<file path="config.mk">
export PLATFORM = sky130hd
export DESIGN_NAME = sat_counter
export DESIGN_NICKNAME = d
export VERILOG_FILES = /design/src/rtl/sat_counter.sv
export SDC_FILE = /design/constraint.sdc
export NUM_CORES = 1
export LEC_CHECK = 0
export CAP_MARGIN = 10
export CORE_MARGIN = 4
export CORE_UTILIZATION = 25
export CTS_CLUSTER_SIZE = 16
export DETAILED_ROUTE_END_ITERATION = 10
export RECOVER_POWER = 100
export SYNTH_ARGS = -nofsm -noshare
export SYNTH_HDL_FRONTEND = slang
export SYNTH_SLANG_ARGS = --single-unit
</file>
<file path="constraint.sdc">
create_clock -name clk -period 2.45 [get_ports clk]
set_clock_uncertainty 0.2 [all_clocks]
set_input_delay 0.49 -clock clk [delete_from_list [all_inputs] [get_ports clk]]
set_output_delay 0.49 -clock clk [all_outputs]
set_load 0.01 [all_outputs]
</file>
<file path="src/rtl/sat_counter.sv">
// rtl/sat_counter.sv - saturating up-counter with synchronous clear
module sat_counter #(
    parameter int CNT_W = 16
) (
    input  logic             clk,
    input  logic             rst_n,
    input  logic             clr,
    input  logic             inc,
    output logic [CNT_W-1:0] count
);

    always_ff @(posedge clk or negedge rst_n) begin
        if (!rst_n) begin
            count <= '0;
        end else if (clr) begin
            count <= '0;
        end else if (inc && (count != {CNT_W{1'b1}})) begin
            count <= count + CNT_W'(1);
        end
    end

endmodule

</file>
==> flow_metrics.tcl, run 1 <==
set metrics [dict create \
    grt_use_total 0.103 \
    cts.root.buffer_cell "clkbuf_8" \
    hold_depth 2 \
    dp_slack_ps 49.3 \
    worst_skew_pair.late_latency_ps 250 \
    p_leak_nw 0.519 \
    core_um2 3660 \
    vias 901 \
    cp.required_ps 2420 \
    post-cts-setup-buffers 0 \
    ys_ff_latch 16 \
    synth_top_family_by_area "simple AND/OR/NAND/NOR gates" \
    crit_chain "ha_1, nand4_1, nor4_4, buf_4, o21ai_0, a21oi_1" \
    setup-violations-final 0 \
    criticalPathCategory "reg -> reg" \
    post-route-period-util 0.904 \
    start_util 0.257 \
    min-delay-start "count[14]" \
    drive_gt1_frac 0.117 \
    drc_errors 0 \
    synthCells 98 \
    synth_edf_count 0 \
    setup_ws_ps 234 \
    cp_data_arrival_time_ps 2180 \
    yosysUniqueCellTypes 28 \
    power.switching_w 0.000121 \
    rr_worst_depth 6 \
    cp-end-kind "register" \
    syn_nets 103 \
    worstHoldPathType "reg -> reg" \
    regMostFlops "count" \
    power.ir.vdd_worst_v 0.000132 \
    ioPinCount 20 \
    synth_xor_area_frac 0 \
    rr_startpoint "count[0]" \
    avgRoutedWirePerCell_um 14.2 \
    dpl_cell_area_um2 1200 \
    die-area_um2 4810 \
    synth_compound_area_frac 0.162 \
    finalSetupTns_ps 0 \
    clk_pin_slew_worst_paths_ps 70 \
    synth_seq_area_share 0.425 \
    cts_sinks 16 \
    worstMarginPinSlew_ps 885 \
    die_h_um 69.4 \
    p_clk_frac 0.438 \
    clock_path_buffers 2 \
    fin_nets 126 \
    grt_pass1_wl_um 4040 \
    r2r-end "count[5]" \
    drtIter0Drc 51 \
    finalHoldViolCount 0 \
    crit_path_max_incr_delay_ps 570 \
    drt_wl_total_um 2390 \
    dominantRegCellSynth "dfrtp_1" \
    rows 22 \
    place_congestion 0.829 \
    finalInstanceArea_um2 1240 \
    switching_share 0.222 \
    powerDensity_nw_per_um2 440 \
    reg.largest.list "count x16" \
    antenna_left 0 \
    cts_hold_buf 0 \
    synth_area_um2 942 \
    fmax_ghz 0.451 \
    regToRegSetupSlack_ps 230 \
    crit_slowest_cell "nor4_4" \
    rsz0062_at_grt "no" \
    period_minus_slack_ps 2220 \
    place_inst 164 \
    numCtsBuffers 3 \
    chipWidth_um 69.4 \
    synth-async-reset-ratio 1.00 \
    htree_num_levels 1 \
    area_growth_pct 31.2 \
    relSlewSlack 0.410 \
    first_pass_iters 4 \
    drv_slew 0 \
    postCtsResizedCells 0 \
    synthMuxAreaShare 0.0478 \
    antenna_cells 0 \
    portBuffers 19 \
    fin_cells 168 \
    largest_register_ffs 16 \
    grt_overflow 0 \
    yosysWarningCount 0 \
    seq_power_share 0.497 \
    cp_max_fo 10 \
    power_frac_comb 0.065 \
    syn_avg_cell_area_um2 9.61 \
    detail_route.vias_per_cell 5.36 \
    dp_hpwl_um 1700 \
    hold_end "count[14]" \
    cp-start-kind "register" \
    grt_max_degree 23 \
    yosys.area_share.simple 0.312 \
    grt_pass1_vias 876 \
    antenna_found_initial 0 \
    yosys.area_share.adder 0.0133 \
    status "completed" \
    p_int_w 0.000423 \
    max_cap_viol_count 0 \
    cts_tree "built" \
]
==> cell type report <==
cell class | instances | area [um^2]
Fill cell | 383 | 2420
Multi-Input combinational cell | 74 | 493
Sequential cell | 16 | 400
Timing Repair Buffer | 23 | 216
Tap cell | 48 | 60.1
Clock buffer | 4 | 55.1
Inverter | 3 | 11.3
==> stage by stage <==
step | utilization | hold WS (ps) | total power, W
after floorplan | - | -5.59 | 0.000290
after global placement | 0.327 | 386 | 0.000312
after detailed placement | 0.327 | 392 | 0.000313
after CTS | 0.342 | 368 | 0.000556
after global routing | 0.338 | 414 | 0.000565
final | 0.338 | 397 | 0.000544
==> placed cells by master, fill, tap and decap left out, types with 3 or more instances in the layout <==
cell and instances:
dlygate4sd3_1 17, dfrtp_1 16, a21oi_1 11, nand4_1 7, o31ai_1 7, nand2_1 6, or4_1 5, nor2b_1 4
nor2_1 4, nor4_1 4, mux2_1 4, clkbuf_8 4, inv_1 3, nand3_1 3, buf_4 3
==> metal layers <==
layer  vias to the layer above  global-route usage  part of all wire
met1                       440               0.130              0.46
met3                         4              0.0406             0.064
li1                        428                   -                 -
met2                        29               0.156              0.47
met4                         0              0.0390             0.011
met5                         -                   0                 0
==> power by group through the flow <==
stage / clock [W] / combinational, W / sequential [W]
global placement: 0 / 0.0000371 / 0.000275
global route: 0.000254 / 0.0000399 / 0.000271
floorplan: 0 / 0.0000149 / 0.000275
CTS: 0.000248 / 0.0000384 / 0.000270
finish: 0.000238 / 0.0000353 / 0.000270
detailed placement: 0 / 0.0000382 / 0.000275
==> cells in the mapped netlist (2+ instances only) <==
cell | number | area (um^2)
and3_1 | 2 | 12.5
and4_2 | 2 | 20.0
o21ai_1 | 3 | 15.0
or4_2 | 2 | 17.5
mux2_1 | 4 | 45.0
o31ai_1 | 7 | 52.6
a21oi_1 | 11 | 55.1
nor2_1 | 4 | 15.0
clkbuf_1 | 4 | 15.0
nand2_1 | 6 | 22.5
nand4_1 | 6 | 37.5
or4_1 | 5 | 37.5
inv_1 | 3 | 11.3
nor4_1 | 4 | 25.0
nand3_1 | 3 | 15.0
or3_1 | 2 | 12.5
nor2b_1 | 4 | 25.0
dfrtp_1 | 16 | 400
==> critical path, delay by kind of cell, from the launching register on <==
family / cells / cell delay, ps
DFF: 1 / 440
and+or+nand+nor: 2 / 740
buffers and inverters: 1 / 260
AOI/OAI and AO/OA: 2 / 260
adders and majority gates: 1 / 240
==> worst max path at each step <==
stage | start | endpoint | slack (ps)
6_report | count[0] | count[5] | 230
5_1_grt | count[0] | count[7] | 30
4_1_cts | count[0] | count[15] | 240
3_5_place_dp | inc | count[3] | 50
3_3_place_gp | inc | count[3] | 110
2_1_floorplan | count[0] | count[15] | 450
==> logic make-up (layout without fill, tap and decap cells) <==
family | after synthesis | count (layout)
AO/OA/AOI/OAI | 24 | 24
buffers and inverters | 8 | 30
adder cells (fa/ha/maj) | 1 | 1
AND/OR/NAND/NOR | 45 | 45
flip-flops | 16 | 16
multiplexers | 4 | 4
No activity file was read; power rests on OpenSTA's default activity.
==> inputs of run 2 (changes only) <==
--- a/config.mk
+++ b/config.mk
@@ -6,7 +6,8 @@
 export NUM_CORES = 1
 export LEC_CHECK = 0
 export CAP_MARGIN = 10
-export CORE_MARGIN = 4
+export CORE_ASPECT_RATIO = 0.8
+export CORE_MARGIN = 1.5
 export CORE_UTILIZATION = 25
 export CTS_CLUSTER_SIZE = 16
 export DETAILED_ROUTE_END_ITERATION = 10
==> run 2 against run 1 <==
Against the previous run:
- total power up 0.40%
- register-to-register slack gained 30 ps
- first-iteration DRC count fell by 43%
- die area down 14%
- design area unchanged
- maximum frequency up 1.2%
- sequential power is essentially flat
- worst hold slack improved by 11 ps
- clock power barely moved
- sequential share of layout area unchanged
- via count down 1.1%
- critical path type unchanged
- largest cell class unchanged
- largest power group unchanged
==> flow_metrics.tcl, run 2 (synthesized netlist as in run 1, its figures left out) <==
set metrics [dict create \
    area_growth_pct 31.2 \
    r2r-end "count[15]" \
    antenna_found_initial 0 \
    multi_input_area_um2 493 \
    die_h_um 57.9 \
    drtIter0Drc 29 \
    grt_pass1_vias 802 \
    setup-violations-final 0 \
    cp-start-kind "register" \
    portBuffers 19 \
    p_leak_nw 0.523 \
    fmax_ghz 0.457 \
    criticalPathCategory "reg -> reg" \
    worstHoldPathType "in -> async" \
    antenna_left 0 \
    worstMarginPinSlew_ps 592 \
    place_inst 159 \
    avgRoutedWirePerCell_um 14.5 \
    first_pass_iters 6 \
    cp.required_ps 2390 \
    finalSetupTns_ps 0 \
    status "completed" \
    clk_pin_slew_worst_paths_ps 70 \
    cp-end-kind "register" \
    rows 19 \
    drv_slew 0 \
    relSlewSlack 0.604 \
    htree_num_levels 1 \
    reg.largest.list "count x16" \
    dp_hpwl_um 1680 \
    grt_use_total 0.120 \
    cts_tree "built" \
    clock_path_buffers 2 \
    grt_pass1_wl_um 3870 \
    postCtsResizedCells 0 \
    vias 891 \
    drt_wl_total_um 2360 \
    detail_route.vias_per_cell 5.47 \
    finalHoldViolCount 0 \
    cp_data_arrival_time_ps 2130 \
    regMostFlops "count" \
    cts_hold_buf 0 \
    antenna_cells 0 \
    final_cell_mix "17 x dlygate4sd3_1, 16 x dfrtp_1, 11 x a21oi_1" \
    cts.root.buffer_cell "clkbuf_8" \
    rr_worst_depth 5 \
    place_congestion 0.808 \
    largest_register_ffs 16 \
    cts_sinks 16 \
    rsz0062_at_grt "no" \
    cp_max_fo 10 \
    fin_cells 163 \
    chipWidth_um 71.6 \
    power.ir.vdd_worst_v 0.000156 \
    numCtsBuffers 3 \
    totalPowerFinal_w 0.000546 \
    drc_errors 0 \
    powerDensity_nw_per_um2 441 \
    core_um2 3520 \
    regToRegSetupSlack_ps 260 \
    seqCellArea_um2 400 \
    rr_startpoint "count[0]" \
    period_minus_slack_ps 2190 \
    die-area_um2 4150 \
    grt_overflow 0 \
    grt_max_degree 17 \
    start_util 0.268 \
    layout.cells.most_common "dlygate4sd3_1" \
    fillers 363 \
    ioPinCount 20 \
    max_cap_viol_count 0 \
    fin_nets 127 \
    drive_gt1_frac 0.124 \
    post-route-period-util 0.894 \
    post-cts-setup-buffers 0 \
    worst_skew_pair.late_latency_ps 250 \
]
==> run 2: changes by cell type in the layout (fill, tap and decap cells not counted), sizes merged <==
cell	previous run	this run
buf	3	4
==> run 2: layout make-up <==
class                      instances  area share
clock buffer                       4      0.0445
sequential                        16       0.324
tap                               42      0.0425
timing repair buffer              24       0.181
inverter                           3     0.00911
multi-input combinational         74       0.399
==> run 2: worst max path at each step <==
stage	to	slack, ps	from
4_1_cts	count[15]	270	count[0]
2_1_floorplan	count[15]	450	count[0]
5_1_grt	count[15]	70	count[0]
3_3_place_gp	count[10]	160	inc
6_report	count[15]	260	count[0]
3_5_place_dp	count[10]	110	inc
==> run 2: worst max-delay path, stage by stage, from the launching register on <==
cell	delay, ps
dfrtp_1	420
ha_1	240
nand4_1	160
nor4_4	580
nor4_1	150
mux2_1	340
==> run 2: routing by layer <==
layer | global-route usage | part of all wire | vias to the layer above
li1 | - | - | 432
met1 | 0.166 | 0.47 | 440
met2 | 0.173 | 0.48 | 15
met3 | 0.0383 | 0.036 | 4
met4 | 0.0485 | 0.011 | 0
met5 | 0 | 0 | -
==> run 2: through the flow <==
step                      setup WS [ps]  hold WS (ps)  area (um^2)   util
after detailed placement            111           394         1200  0.340
after global routing               72.8           432         1240  0.351
after floorplan                     452         -5.59          942      -
final                               260           408         1240  0.351
after global placement              161           391         1200  0.340
after CTS                           274           355         1250  0.356
==> run 2: power by group <==
part	total, W	internal (W)	switching [W]	leakage (nW)
sequential	0.000270	0.000267	0.00000325	0.222
combinational	0.0000371	0.0000145	0.0000226	0.272
clock	0.000239	0.000143	0.0000960	0.0288
total	0.000546	0.000424	0.000122	0.523
